**src/rtl/uart_tx_port.sv**
```systemverilog
// Memory-mapped UART transmitter: DATA/STATUS registers, byte FIFO, 8N1 serializer.
// Define UART_TX_PARITY_EN to add an even-parity bit (8E1 frame).
module uart_tx_port #(
  parameter logic [31:0] BASE      = 32'h4000_0000,
  parameter int          DIVISOR   = 868,
  parameter int          FIFO_LOG2 = 4
) (
  input  logic        clock,
  input  logic        reset,
  input  logic [31:0] bus_addr,
  input  logic [31:0] bus_data_w,
  input  logic [3:0]  bus_mask_w,
  output logic [31:0] bus_data_r,
  output logic        tx
);

  localparam int                 DEPTH      = 1 << FIFO_LOG2;
  localparam logic [FIFO_LOG2:0] FULL_COUNT = (FIFO_LOG2 + 1)'(DEPTH);
  localparam logic [15:0]        BAUD_LOAD  = 16'(DIVISOR - 1);

  typedef enum logic [2:0] {
    IDLE,
    START,
    DATA,
`ifdef UART_TX_PARITY_EN
    PARITY,
`endif
    STOP
  } state_t;

  logic [7:0]           mem [DEPTH];
  logic [FIFO_LOG2-1:0] rd_ptr, wr_ptr;
  logic [FIFO_LOG2:0]   count;
  logic                 overflow;
  logic                 sel_data, sel_status;
  logic                 full, empty, busy;
  logic                 enq_req, enq, deq;
  logic [7:0]           count8;
  logic                 unused_bits;

  state_t      state, state_n;
  logic [15:0] baud, baud_n;
  logic [2:0]  bit_idx, bit_idx_n;
  logic [7:0]  shift, shift_n;
  logic        tx_n;
`ifdef UART_TX_PARITY_EN
  logic        parity, parity_n;
`endif

  assign sel_data    = (bus_addr == BASE);
  assign sel_status  = (bus_addr == BASE + 32'd1);
  assign full        = (count == FULL_COUNT);
  assign empty       = (count == '0);
  assign busy        = (state != IDLE);
  assign count8      = 8'(count);
  assign unused_bits = ^{bus_data_w[31:8], bus_mask_w[3:1]};

  // A full FIFO still accepts a byte when the serializer pops in the same cycle.
  assign enq_req = sel_data & bus_mask_w[0];
  assign enq     = enq_req & (~full | deq);

  always_comb begin
    bus_data_r = 32'd0;
    if (sel_status)
      bus_data_r = {16'd0, count8, 4'd0, overflow, busy, empty, full};
  end

  always_ff @(posedge clock) begin
    if (enq)
      mem[wr_ptr] <= bus_data_w[7:0];
  end

  always_ff @(posedge clock) begin
    if (reset) begin
      rd_ptr   <= '0;
      wr_ptr   <= '0;
      count    <= '0;
      overflow <= 1'b0;
    end else begin
      if (enq) wr_ptr <= wr_ptr + 1'b1;
      if (deq) rd_ptr <= rd_ptr + 1'b1;
      case ({enq, deq})
        2'b10:   count <= count + 1'b1;
        2'b01:   count <= count - 1'b1;
        default: count <= count;
      endcase
      if (enq_req && full && !deq)
        overflow <= 1'b1;
      else if (sel_status && bus_mask_w[0] && bus_data_w[3])
        overflow <= 1'b0;
    end
  end

  always_ff @(posedge clock) begin
    if (reset) begin
      state   <= IDLE;
      baud    <= '0;
      bit_idx <= '0;
      shift   <= '0;
      tx      <= 1'b1;
`ifdef UART_TX_PARITY_EN
      parity  <= 1'b0;
`endif
    end else begin
      state   <= state_n;
      baud    <= baud_n;
      bit_idx <= bit_idx_n;
      shift   <= shift_n;
      tx      <= tx_n;
`ifdef UART_TX_PARITY_EN
      parity  <= parity_n;
`endif
    end
  end

  always_comb begin
    state_n   = state;
    baud_n    = baud;
    bit_idx_n = bit_idx;
    shift_n   = shift;
    deq       = 1'b0;
`ifdef UART_TX_PARITY_EN
    parity_n  = parity;
`endif
    case (state)
      IDLE: begin
        if (!empty) begin
          deq     = 1'b1;
          shift_n = mem[rd_ptr];
          baud_n  = BAUD_LOAD;
          state_n = START;
`ifdef UART_TX_PARITY_EN
          parity_n = ^mem[rd_ptr];
`endif
        end
      end
      START: begin
        if (baud == '0) begin
          baud_n    = BAUD_LOAD;
          bit_idx_n = '0;
          state_n   = DATA;
        end else begin
          baud_n = baud - 16'd1;
        end
      end
      DATA: begin
        if (baud == '0) begin
          baud_n = BAUD_LOAD;
          if (bit_idx == 3'd7) begin
`ifdef UART_TX_PARITY_EN
            state_n = PARITY;
`else
            state_n = STOP;
`endif
          end else begin
            shift_n   = shift >> 1;
            bit_idx_n = bit_idx + 3'd1;
          end
        end else begin
          baud_n = baud - 16'd1;
        end
      end
`ifdef UART_TX_PARITY_EN
      PARITY: begin
        if (baud == '0) begin
          baud_n  = BAUD_LOAD;
          state_n = STOP;
        end else begin
          baud_n = baud - 16'd1;
        end
      end
`endif
      STOP: begin
        // Back-to-back frames skip the idle cycle by loading the next byte here.
        if (baud == '0) begin
          if (!empty) begin
            deq     = 1'b1;
            shift_n = mem[rd_ptr];
            baud_n  = BAUD_LOAD;
            state_n = START;
`ifdef UART_TX_PARITY_EN
            parity_n = ^mem[rd_ptr];
`endif
          end else begin
            baud_n  = '0;
            state_n = IDLE;
          end
        end else begin
          baud_n = baud - 16'd1;
        end
      end
      default: state_n = IDLE;
    endcase

    // Line level is registered from the next state so tx never glitches.
    case (state_n)
      START:   tx_n = 1'b0;
      DATA:    tx_n = shift_n[0];
`ifdef UART_TX_PARITY_EN
      PARITY:  tx_n = parity_n;
`endif
      default: tx_n = 1'b1;
    endcase
  end

endmodule

```
**config.mk**
```make
export PLATFORM = sky130hd
export DESIGN_NAME = uart_tx_port
export DESIGN_NICKNAME = d
export VERILOG_FILES = /design/src/rtl/uart_tx_port.sv
export SDC_FILE = /design/constraint.sdc
export NUM_CORES = 1
export LEC_CHECK = 0
export BUFFER_PORTS_ARGS = -buffer_cell sky130_fd_sc_hd__buf_2
export CORE_MARGIN = 10
export CORE_UTILIZATION = 60
export CTS_BUF_LIST = sky130_fd_sc_hd__clkbuf_4 sky130_fd_sc_hd__clkbuf_8
export CTS_CLUSTER_SIZE = 25
export DETAILED_ROUTE_END_ITERATION = 10
export GPL_TIMING_DRIVEN = 0
export PLACE_DENSITY = 0.91
export SYNTH_ARGS = -nofsm -noshare
export SYNTH_HDL_FRONTEND = slang
export SYNTH_SLANG_ARGS = --single-unit
```
**constraint.sdc**
```tcl
create_clock -name clock -period 4.3 [get_ports clock]
set_clock_uncertainty 0.15 [all_clocks]
set_input_delay 1.075 -clock clock [delete_from_list [all_inputs] [get_ports clock]]
set_output_delay 1.075 -clock clock [all_outputs]
set_load 0.01 [all_outputs]
```
* Word-level counts from Yosys, hierarchy flattened *
Memories as Yosys holds them, arrays and structs flattened. A register that Yosys moved wholly into a read port is not among the register bits.
Cells that the tools add are included.

storage, ports and cells
  register bits = 45
  memory bits (writable) = 128
  input bits = 70
  output and inout port bits = 33
  logic and storage cells = 88
  memories kept = 1

memories
  memory  words  bits a word  read ports  clocked after Yosys merged registers in  write ports  line  text
  mem     16     8            1           1                                        1            31    logic [7:0] mem [DEPTH];

operators by class
  $add $sub $neg = 6
  eq/ne operators = 16
  mux-type cells = 33
  bitwise logic cells = 4
  reductions and logical operators = 18

operators by type and width
  operator                 number
  $eq A32 B31 Y1 const B   2
  $mux W16                 3
  $pmux W16 S3             1
  $mux W8                  4
  $mux W3                  8
  $pmux W8 S3              1
  $logic_not A16 Y1        1
  $sub A16 B1 Y16 const B  1
  $mux W13                 1
  $pmux W3 S4              1
  $mux W10                 1
  $ne A2 B2 Y1 const B     5
  $pmux W5 S2              1
  $eq A3 B2 Y1 const B     3
  $reduce_bool A3 Y1       3
  $add A4 B1 Y4 const B    2
  $mux W4                  2
  $reduce_and A4 Y1        2
  $mux W1                  7
  $eq A3 B1 Y1 const B     2
  $pmux W3 S2              1
  $reduce_bool A2 Y1       3
  $add A5 B1 Y5 const B    1
  $eq A5 B5 Y1 const B     1
  15 further kinds         20

* Logic depth before layout (Yosys ltp) *
Gate-level depths: netlist (run 1).

  depth in word-level cells = 8
  depth in mapped cells = 15

* Worst setup path before layout (run 1) *
OpenSTA, ideal clock, no wires.

  path kind = input -> register
  from = in bus_addr[8]
  to = reg count[4]
  arrival time = 3.423 ns
  data required time = 4.029 ns
  slack = 0.606 ns
  stages on the path = 12
  buffers on the path = 0
  cells stage by stage = nor4b_1 > nand4_1 > nor4_2 > or2_1 > inv_2 > ha_1 > nor2b_1 > o21ai_0 > nand2b_1 > nor3_1 > a31oi_2 > mux2_4

on the way
  word-level cells in the longest chain between the ends = 5
  elaborated cells on any way between the ends = 7
  classes of those cells = eq/ne (3); mux (1); bitwise (2); reduce/logical (1)

RTL lines
  what                                               line  text
  start, declared                                    10    input logic [31:0] bus_addr,
  $eq A32 B31 Y1 (*)                                 50    assign sel_data = (bus_addr == BASE);
  $and A1 B1 Y1 (*)                                  59    assign enq_req = sel_data & bus_mask_w[0];
  $and A1 B1 Y1 (*)                                  60    assign enq = enq_req & (~full | deq);
  $eq A2 B1 Y1 or $eq A2 B2 Y1 (tied branches)       82    case ({enq, deq})
  $pmux W5 S2 or $reduce_bool A2 Y1 (tied branches)  --
  end signal, assigned                               83    2'b10: count <= count + 1'b1;
  end signal, assigned                               84    2'b01: count <= count - 1'b1;
  end signal, assigned                               85    default: count <= count;
  end, declared                                      33    logic [FIFO_LOG2:0] count;

Mark *: on every way between the ends. The rest lies on a longest branch, timed or not.
A chain may end at the register's enable or synchronous reset.

* Worst setup path after layout (run 1) *
Same ends and word-level chain as after synthesis.

==> results of run 1 <==
-- cells by family after synthesis --
logic type	after synthesis
multiplexers	48
AND/OR/NAND/NOR	169
buffers and inverters	63
XOR/XNOR	17
other	1
adder cells (fa/ha/maj)	12
flip-flops	177
AO/OA/AOI/OAI	90
-- worst max-delay path: cells and delay by family --
kind,cells,cell delay [ns]
buffers and inverters,2,0.20
adders and majority gates,1,0.32
muxes,1,0.31
and+or+nand+nor,7,1.99
AOI/OAI and AO/OA,2,0.21
-- layout make-up --
cell class                      instances  area (µm²)  area share
Clock buffer                           17       234.0     0.02669
Buffer                                 47       280.3     0.03197
Multi-Input combinational cell        360        2723      0.3106
Inverter                               16       60.06    0.006851
Tap cell                              172       215.2     0.02455
Sequential cell                       177        4825      0.5504
Timing Repair Buffer                   53       267.8     0.03055
Clock inverter                         15       161.4     0.01841
-- metal layers --
layer,vias up,part of all wire
met5,-,0
met4,0,0.028
met3,58,0.11
met2,365,0.48
met1,2466,0.38
li1,2339,-
-- state kept, by name (all words and copies together) (netlist names), named ones only --
| name | count |
|---|---|
| state | 3 |
| count | 5 |
| mem | 128 |
| bit_idx | 3 |
| shift | 8 |
| baud | 16 |
| tx | 1 |
| overflow | 1 |
| wr_ptr | 4 |
| rd_ptr | 4 |
-- power by group through the flow --
stage | sequential [mW] | clock, mW | combinational (mW)
CTS | 2.06 | 1.12 | 1.68
finish | 2.06 | 1.12 | 1.70
global placement | 2.09 | 0 | 1.59
floorplan | 2.07 | 0 | 1.31
global route | 2.08 | 1.20 | 1.87
detailed placement | 2.10 | 0 | 1.66
-- through the flow --
stage / TNS, ns / power (mW)
global route: 0 / 5.147
global placement: -3.516 / 3.673
floorplan: 0 / 3.386
finish: 0 / 4.882
detailed placement: -6.704 / 3.760
CTS: 0 / 4.857
-- repair_timing --
| action | in CTS | in global routing |
|---|---|---|
| gates resized for setup | 0 | 1 |
| hold buffers | 0 | 0 |
| setup endpoints to repair | 0 | 8 |
-- Yosys cell counts (4+ instances only) --
| library cell | n | share of area |
|---|---|---|
| edfxtp_1 | 128 | 0.49 |
| nor2_1 | 70 | 0.034 |
| dfxtp_1 | 49 | 0.13 |
| mux4_2 | 24 | 0.069 |
| buf_4 | 23 | 0.022 |
| mux2i_1 | 23 | 0.030 |
| nand2_1 | 21 | 0.010 |
| a21oi_1 | 19 | 0.012 |
| a221oi_1 | 18 | 0.020 |
| nor3_1 | 17 | 0.011 |
| inv_1 | 15 | 0.0072 |
| o21ai_0 | 15 | 0.0096 |
| clkbuf_1 | 12 | 0.0058 |
| xor2_1 | 12 | 0.013 |
| ha_1 | 11 | 0.018 |
| buf_2 | 8 | 0.0051 |
| nand3_1 | 8 | 0.0051 |
| a22oi_1 | 7 | 0.0067 |
| nor2b_1 | 7 | 0.0056 |
| nor4_1 | 7 | 0.0056 |
| nand2b_1 | 6 | 0.0048 |
| or3_1 | 6 | 0.0048 |
| o21bai_1 | 5 | 0.0048 |
| xnor2_1 | 5 | 0.0056 |
| and3_1 | 4 | 0.0032 |
| o41ai_1 | 4 | 0.0045 |
-- final timing paths --
check | start | to | slack, ns | cells after the start
hold / removal | baud[9]$_SDFFE_PP0P_ | baud[9]$_SDFFE_PP0P_ | 0.36 | 2
setup / recovery | bus_addr[8] | count[4]$_SDFFE_PP0P_ | 0.40 | 13
setup reg to reg | baud[10]$_SDFFE_PP0P_ | count[4]$_SDFFE_PP0P_ | 0.57 | 12
hold reg to reg | baud[9]$_SDFFE_PP0P_ | baud[9]$_SDFFE_PP0P_ | 0.36 | 2
==> results.md, run 1 <==
* H-tree Lvls at 4
* Number of synthesized flops with an enable pin at approximately 130
* Flop pwr share at 0.423
* Critical path arrival at ~4 ns
* Post-synthesis compound-gate area fraction at 0.08453
* Post-route cell area at just under 9000 µm²
* Core area at roughly 13,000 µm²
* Post-CTS Setup Bufs at 0
* Commonest register cell after synthesis: edfxtp_1
* Finish-stage setup viols at 0
* GRT Total Usage at 0.1949
* Layout area overhead at 12.58%
* First drt pass iteration count at 7
* Cell area after synthesis at 7786 µm²
* Xor/xnor share of the synthesized area at 0.01912
* Critical path class: in2reg
* Comb pwr share at 0.349
* Wirelength per Cell at ~20 µm
* Worst hold slack at around 0.36 ns
* Initial drt markers at roughly 700
* Largest net degree at the start of global routing at 20
* Net Sw Power at 1.801 mW
* CP required at approximately 4.5 ns
* Initial core utilization at 0.6145
* Post-synthesis mux area share at 0.1009
* Fin crit period at about 4 ns
* DIE AREA at around 18,000 µm²
* First-pass GRT wire length at between 20,000 and 30,000 µm
* FF+latch count, synth at about 180
* Max-cap violations at 0
* CTS tree: done
* Crit. End Element: register
* ANT cells at 0
* Placed cell areas at between 8000 and 9000 µm²
* Fin nets at between 700 and 800
* Vias per cell at 6.100
* Placed cell count at 824
* Final worst setup slack at ~0.40 ns
* Clk_lat worst skew at about 0.47 ns
* Crit-path max cell delay at 0.79 ns
* Largest family of logic cells by synthesized area: simple AND/OR/NAND/NOR gates
* TritonCTS Sinks at 177
* Power per cell area at between 500 and 600 nW/µm²
* CTS Root Cell: clkbuf_8
* Synth Area in Adders at 0.02025
* CTS Buf Count at 17
* Residual DRC at 0
* Worst slew margin at 0.3396
* Grt met1 use at 0.2318
* Slowest cell on crit path: nor4_2
* Final period utilization at 0.9061
* # port buffers at 52
* Max Slew Vio Count at 0
* Layout cell share with drive strength beyond 1 at 0.2350
* Detailed Place HPWL at 12,370 µm
* Placer congestion estimate at 0.9609
* Sw Ratio at 0.3690
* Core Rows at 41
* Yosys cell types at slightly above 60
* Initial antenna violation count at 0
* Worst Max-Slew Pin Slew at between 0.9 and 1 ns
* Achievable Freq at 256.7 MHz
* Met3 usage at 0.06684
* Vias in the first global route at between 5k and 6k
* Filler cells at slightly above 800
* Ports at 103
* Sequential fraction of the synthesis area at 0.6196
* FFs w/ async S/R, synth at 0
* Status: finished, final reports clean
* Syn Area/Cell at roughly 13 µm²
* CP Cell Sequence: buf_2, nor4b_1, nand4_1, nor4_2, or2_1, inv_2, ha_1, nor2b_1, o21ai_0, nand2b_1, nor3_1, a31oi_2, mux2_4
* RSZ-0062 raised after global routing: no
* Die X at around 130 µm
* Clock Pin Slew Worst Setup and Hold Paths at 0.10 ns
* Global Route met2 Usage at 0.3252
* Syn. warnings at 0
* Most common cell after layout, fill and taps aside: edfxtp_1
* Clock share of power at 0.229
* Die Y at between 100 and 150 µm
* Critical path launch point type: primary input
* Final Hold Fails at 0
* Simple-Gate Fraction of Synth Area at 0.1114
* Max Root-Sink Buffers at 2
* Most frequent cells in the layout: edfxtp_1 (128), nor2_1 (70), buf_2 (60)
* DRT antenna net count at 0
* Place WS at -0.2440 ns
* Routed wire length at ~17,000 µm
* Pleak at 3.093 nW
* Max VDD drop at about 350 µV
* Vias post-DR at approximately 5.2k
* Internal power at between 3 and 4 mW
* Post-layout util at 0.6918
* Critical Path Fanout Max at 11
* Hold Crit Class: reg2reg
* Final non-filler cell total at between 800 and 900
* Gr busiest metal: met2
* Cells after Synth at 577
* Global route total overflow at 0
Power figures use the tool's default switching activity.
==> run 2: changes to the inputs <==
--- a/config.mk
+++ b/config.mk
@@ -7,12 +7,12 @@
 export LEC_CHECK = 0
 export BUFFER_PORTS_ARGS = -buffer_cell sky130_fd_sc_hd__buf_2
 export CORE_MARGIN = 10
-export CORE_UTILIZATION = 60
+export CORE_UTILIZATION = 59
 export CTS_BUF_LIST = sky130_fd_sc_hd__clkbuf_4 sky130_fd_sc_hd__clkbuf_8
 export CTS_CLUSTER_SIZE = 25
 export DETAILED_ROUTE_END_ITERATION = 10
 export GPL_TIMING_DRIVEN = 0
-export PLACE_DENSITY = 0.91
+export PLACE_DENSITY = 0.9
 export SYNTH_ARGS = -nofsm -noshare
 export SYNTH_HDL_FRONTEND = slang
 export SYNTH_SLANG_ARGS = --single-unit
==> results.md, run 2 (synthesis gave the netlist of run 1 again) <==
* Status: finished, final reports clean
* Detailed Place HPWL at 12,510 µm (+1.2%)
* Ports at 103 (unchanged)
* Final Hold Fails at 0 (unchanged)
* Final worst setup slack at 0.2637 ns (-0.1401 ns)
* # port buffers at 52 (unchanged)
* Critical path launch point type: primary input
* Post-CTS Setup Bufs at 0 (unchanged)
* Core area at 12,770 µm² (+0.81%)
* Fin crit period at 4.036 ns (+0.1401 ns)
* Fin Setup TNS at 0 ns (unchanged)
* Post-layout util at 0.6851 (-0.006732)
* Critical path arrival at 4.26 ns (+0.15 ns)
* TritonCTS Sinks at 177 (unchanged)
* Critical Path Fanout Max at 11 (unchanged)
* Most frequent cells in the layout: edfxtp_1 (128), nor2_1 (70), buf_2 (60)
* Crit. End Element: register
* Vias per cell at 6.147 (+0.77%)
* Placed cell areas at 8348 µm² (unchanged)
* Core Rows at 41 (unchanged)
* Max Root-Sink Buffers at 2 (unchanged)
* Clk_lat worst skew at 0.47 ns (about the same)
* Residual DRC at 0 (unchanged)
* CTS Buf Count at 17 (unchanged)
* Initial core utilization at 0.6096 (-0.004936)
* R2r endpoint: count[4]$_SDFFE_PP0P_
* Global route total overflow at 0 (unchanged)
* Largest registers: mem (128), baud (16), shift (8)
* Layout cell share with drive strength beyond 1 at 0.2325 (-0.002580)
* Finish-stage setup viols at 0 (unchanged)
* Layout area overhead at 12.39%
* Most common cell after layout, fill and taps aside: edfxtp_1
* Die Y at 134.9 µm (+0.72%)
* CTS tree: done
* Post-CTS sizing at 0 (unchanged)
* Final non-filler cell total at 856 (-0.12%)
* Placer congestion estimate at 0.9929 (+3.3%)
* Filler cells at 852 (+2.7%)
* First-pass GRT wire length at 27,410 µm (-0.15%)
* Placed cell count at 824 (unchanged)
* CP required at 4.52 ns (about the same)
* GRT Total Usage at 0.1928 (-0.002067)
* Largest reg by FF count: mem
* Initial drt markers at 667 (-5.7%)
* Max-cap violations at 0 (unchanged)
* Post-route cell area at 8751 µm² (-0.17%)
* CTS hold repair buffers at 0 (unchanged)
* Hold Crit Class: reg2reg
* Vias in the first global route at 5,128 (-0.18%)
* DIE AREA at 18,190 µm² (+1.4%)
* Place WS at -0.4560 ns (-0.2120 ns)
* Worst Max-Slew Pin Slew at 1.219 ns (+0.2322 ns)
* Worst R2R Setup Slack at 0.66 ns (+0.09 ns)
* Wirelength per Cell at 20.31 µm (+0.16%)
* DRT antenna net count at 0 (unchanged)
* Fin nets at 753 (-0.13%)
* CP endpoint: count[4]$_SDFFE_PP0P_
* Max Slew Vio Count at 0 (unchanged)
* Achievable Freq at 247.8 MHz (-3.5%)
* Clock Pin Slew Worst Setup and Hold Paths at 0.10 ns (about the same)
* Max VDD drop at 369.2 µV (+5.4%)
* Routed wire length at 17,390 µm (about the same)
* Largest net degree at the start of global routing at 18 (-10%)
* Initial antenna violation count at 0 (unchanged)
* Power Total at 4.928 mW (+0.94%)
* RSZ-0062 raised after global routing: no
* First drt pass iteration count at 7 (unchanged)
* Worst slew margin at 0.1810 (-0.1586)
* Cells on worst reg2reg path at 15 (+3)
* Vias post-DR at 5,262 (+0.65%)
* Max reg flops at 128 (unchanged)
* Critical path origin: bus_addr[8]
* Worst hold slack at 0.3657 ns (+0.009345 ns)
* ANT cells at 0 (unchanged)
* CTS Root Cell: clkbuf_8
* H-tree Lvls at 4 (unchanged)
* Final period utilization at 0.9387 (+0.03258)
* Critical R2R Launch: baud[0]$_SDFFE_PP0P_
* Die X at 134.9 µm (+0.72%)
* Critical path class: in2reg
* Pleak at 3.081 nW (-0.39%)
* Power per cell area at 563.1 nW/µm² (+1.1%)
==> run 2: cell count changes in the layout (fill, tap and decap cells not counted), moves of 2 or more <==
cell and change:
clkbuf_4 +2, inv_8 -2, clkinv_4 -2, inv_6 +2
clkinv_8 -2
==> run 2: critical path: stages <==
cell	delay (ns)
buf_2	0.10
nor4b_1	0.33
nand4_1	0.21
nor4_2	0.80
or2_1	0.28
inv_2	0.12
ha_1	0.32
nor2b_1	0.15
o21ai_0	0.17
nand2b_1	0.13
nor3_1	0.21
a31oi_2	0.07
mux2_4	0.31
==> run 2: area by class of cell <==
cell class / instances / area (µm²) / area share
timing repair buffer: 52 / 260.3 / 0.02974
multi-input combinational: 360 / 2718 / 0.3106
buffer: 47 / 280.3 / 0.03203
clock buffer: 19 / 249.0 / 0.02845
tap: 172 / 215.2 / 0.02459
clock inverter: 13 / 143.9 / 0.01644
sequential: 177 / 4825 / 0.5513
inverter: 16 / 60.06 / 0.006863
==> run 2: power breakdown <==
part / total [mW] / switching (mW) / internal, mW / leakage [nW]
sequential: 2.07 / 0.121 / 1.95 / 1.55
combinational: 1.73 / 1.04 / 0.695 / 1.34
clock: 1.13 / 0.634 / 0.494 / 0.197
total: 4.93 / 1.79 / 3.14 / 3.08
==> run 2: layer usage <==
metal | track usage | up-vias | share of wire
met4 | 0.07739 | 0 | 0.026
met3 | 0.05712 | 55 | 0.12
li1 | - | 2333 | -
met2 | 0.3160 | 376 | 0.48
met1 | 0.2337 | 2498 | 0.37
met5 | 0 | - | 0
==> run 2: worst min path at each step <==
stage | start | end | slack [ns] | cells after the start
after detailed placement | overflow$_SDFFE_PP0P_ | overflow$_SDFFE_PP0P_ | 0.35 | 2
after global routing | overflow$_SDFFE_PP0P_ | overflow$_SDFFE_PP0P_ | 0.39 | 2
after floorplan | shift[7]$_SDFFE_PP0P_ | shift[7]$_SDFFE_PP0P_ | 0.29 | 2
after CTS | overflow$_SDFFE_PP0P_ | overflow$_SDFFE_PP0P_ | 0.36 | 2
after global placement | shift[7]$_SDFFE_PP0P_ | shift[7]$_SDFFE_PP0P_ | 0.30 | 2
final | overflow$_SDFFE_PP0P_ | overflow$_SDFFE_PP0P_ | 0.37 | 2
==> run 3: changes to the inputs <==
--- a/config.mk
+++ b/config.mk
@@ -12,7 +12,8 @@
 export CTS_CLUSTER_SIZE = 25
 export DETAILED_ROUTE_END_ITERATION = 10
 export GPL_TIMING_DRIVEN = 0
-export PLACE_DENSITY = 0.9
+export PLACE_DENSITY = 0.85
 export SYNTH_ARGS = -nofsm -noshare
 export SYNTH_HDL_FRONTEND = slang
 export SYNTH_SLANG_ARGS = --single-unit
+export TNS_END_PERCENT = 1
==> results.md, run 3 (synthesis gave the netlist of run 1 again) <==
* Fin nets at 753 (unchanged)
* Filler cells at 832 (-2.3%)
* CP required at 4.23 ns (-0.29 ns)
* Die X at 134.9 µm (unchanged)
* Worst Max-Slew Pin Slew at 1.225 ns (+0.006166 ns)
* CP delay by family, top: simple AND/OR/NAND/NOR gates
* Ports at 103 (unchanged)
* Grt met1 use at 0.2344 (+0.0006907)
* R2r endpoint: count[4]$_SDFFE_PP0P_
* Worst slew margin at 0.1768 (-0.004142)
* Vias post-DR at 5,147 (-2.2%)
* ANT cells at 0 (unchanged)
* Largest registers: mem (128), baud (16), shift (8)
* Post-layout util at 0.6837 (-0.001372)
* Initial core utilization at 0.6096 (unchanged)
* Initial antenna violation count at 0 (unchanged)
* Max reg flops at 128 (unchanged)
* Finish-stage setup viols at 0 (unchanged)
* Vias per cell at 6.020 (-2.1%)
* Cells on worst reg2reg path at 12 (-3)
* Status: finished, final reports clean
* Crit. End Element: register
* Most common cell after layout, fill and taps aside: edfxtp_1
* Most frequent cells in the layout: edfxtp_1 (128), nor2_1 (70), buf_2 (60)
* Wirelength per Cell at 19.89 µm (-2.1%)
* Max Slew Vio Count at 0 (unchanged)
* Power per cell area at 557.7 nW/µm² (-0.97%)
* Global route total overflow at 0 (unchanged)
* Critical R2R Launch: baud[13]$_SDFFE_PP0P_
* Vias in the first global route at 5,070 (-1.1%)
* Final period utilization at 0.9210 (-0.01768)
* Core Rows at 41 (unchanged)
* H-tree Lvls at 4 (unchanged)
* Max-cap violations at 0 (unchanged)
* Met3 usage at 0.06157 (+0.004451)
* Routed wire length at 17,010 µm (-2.2%)
* Hold Crit Class: reg2reg
* Hold Crit Depth at 2 (unchanged)
* Fin crit period at 3.960 ns (-0.07604 ns)
* CP Cell Sequence: buf_2, nor4b_1, nand4_1, nor4_2, and2_1, buf_6, nand2_1, nor3_1
* Worst Hold Endpoint: shift[7]$_SDFFE_PP0P_
* Placer congestion estimate at 0.9501 (-4.3%)
* RSZ-0062 raised after global routing: no
* Slowest cell on crit path: nor3_1
* CTS Buf Count at 17 (unchanged)
* Hold_sp: shift[7]$_SDFFE_PP0P_
* Final Hold Fails at 0 (unchanged)
* Initial drt markers at 553 (-17%)
* Max Root-Sink Buffers at 2 (unchanged)
* DRT antenna net count at 0 (unchanged)
* Pleak at 3.063 nW (-0.59%)
* Critical path class: in2reg
* Crit-path max cell delay at 0.96 ns (+0.16 ns)
* Gr busiest metal: met2
* Worst R2R Setup Slack at 0.58 ns (-0.08 ns)
* Layout cell share with drive strength beyond 1 at 0.2299 (-0.002588)
* Clk_lat worst skew at 0.47 ns (about the same)
* Largest net degree at the start of global routing at 18 (unchanged)
* Layout area overhead at 12.16%
* Post-CTS sizing at 0 (unchanged)
* CTS Root Cell: clkbuf_8
* Achievable Freq at 252.5 MHz (+1.9%)
* Placed cell areas at 8348 µm² (unchanged)
* Detailed Place HPWL at 12,230 µm (-2.3%)
* Critical Path Fanout Max at 8 (-3)
* Post-route cell area at 8733 µm² (-0.20%)
* TritonCTS Sinks at 177 (unchanged)
* CTS tree: done
* Critical path arrival at 3.89 ns (-0.37 ns)
* First drt pass iteration count at 8 (+1)
* Clock Pin Slew Worst Setup and Hold Paths at 0.09 ns (about the same)
* Residual DRC at 0 (unchanged)
* CTS hold repair buffers at 0 (unchanged)
* Global Route met2 Usage at 0.3100 (-0.005998)
* Post-CTS Setup Bufs at 0 (unchanged)
* # port buffers at 52 (unchanged)
* First-pass GRT wire length at 27,030 µm (-1.4%)
* Max VDD drop at 317.6 µV (-14%)
* DIE AREA at 18,190 µm² (unchanged)
* Worst Path Buf+Inv at 2 (unchanged)
* Die Y at 134.9 µm (unchanged)
* Core area at 12,770 µm² (unchanged)
* Critical path launch point type: primary input
* GRT Total Usage at 0.1901 (-0.002767)
* Largest reg by FF count: mem
-- run 3: cell count changes in the layout (fill, tap and decap cells not counted) --
| cell | change |
|---|---|
| clkinvlp_4 | +2 |
| clkinv_1 | +1 |
| clkbuf_4 | -2 |
| clkinv_8 | -1 |
| clkinv_2 | -1 |
-- run 3: report_power, final --
part | switching [mW] | total (mW) | internal (mW)
Clock | 0.626 | 1.10 | 0.472
Combinational | 1.02 | 1.71 | 0.694
Sequential | 0.115 | 2.06 | 1.95
Total | 1.76 | 4.87 | 3.11
-- run 3: area by class of cell --
cell class	count	area, µm²	area share
Sequential cell	177	4825	0.5524
Multi-Input combinational cell	360	2718	0.3112
Buffer	47	280.3	0.03209
Timing Repair Buffer	52	260.3	0.02980
Clock buffer	17	234.0	0.02679
Tap cell	172	215.2	0.02464
Clock inverter	14	141.4	0.01619
Inverter	16	60.06	0.006877
-- run 3: how the worst max path moves through the flow --
stage,startpoint,end,slack (ns),cells past startpoint
floorplan,bus_addr[8],count[4]$_SDFFE_PP0P_,0.61,12
global placement,bus_addr[8],mem[0][2]$_DFFE_PP_,-0.19,8
detailed placement,bus_addr[8],mem[0][4]$_DFFE_PP_,-0.34,8
CTS,bus_addr[8],mem[0][5]$_DFFE_PP_,0.16,8
global route,bus_addr[8],mem[2][1]$_DFFE_PP_,0.06,8
finish,bus_addr[8],mem[2][0]$_DFFE_PP_,0.34,8
-- run 3: worst register-to-register path, stage by stage (launching register included) --
cell and delay (ns):
dfxtp_1 0.33, or4_4 0.57, o41ai_1 0.53, o211ai_2 0.30
or2_1 0.32, inv_2 0.16, ha_1 0.29, nor2b_1 0.15
o21ai_0 0.15, nand2b_1 0.10, nor3_1 0.20, a31oi_2 0.07
mux2_4 0.32
-- run 3: metrics by stage --
| stage | TNS, ns | total power, mW | hold slack (ns) | cells | setup WS, ns |
|---|---|---|---|---|---|
| final | 0 | 4.870 | 0.3191 | 855 | 0.3397 |
| after global routing | 0 | 5.131 | 0.3425 | 855 | 0.05844 |
| after CTS | 0 | 4.852 | 0.3126 | 855 | 0.1579 |
| after detailed placement | -7.727 | 3.776 | 0.3008 | 824 | -0.3365 |
| after global placement | -3.739 | 3.686 | 0.2937 | 824 | -0.1852 |
| after floorplan | 0 | 3.386 | 0.2864 | 600 | 0.6061 |
-- run 3: routing by layer --
layer,vias to the layer above,part of all wire
met5,-,0
met4,0,0.017
met3,30,0.10
met2,318,0.48
met1,2471,0.40
li1,2328,-
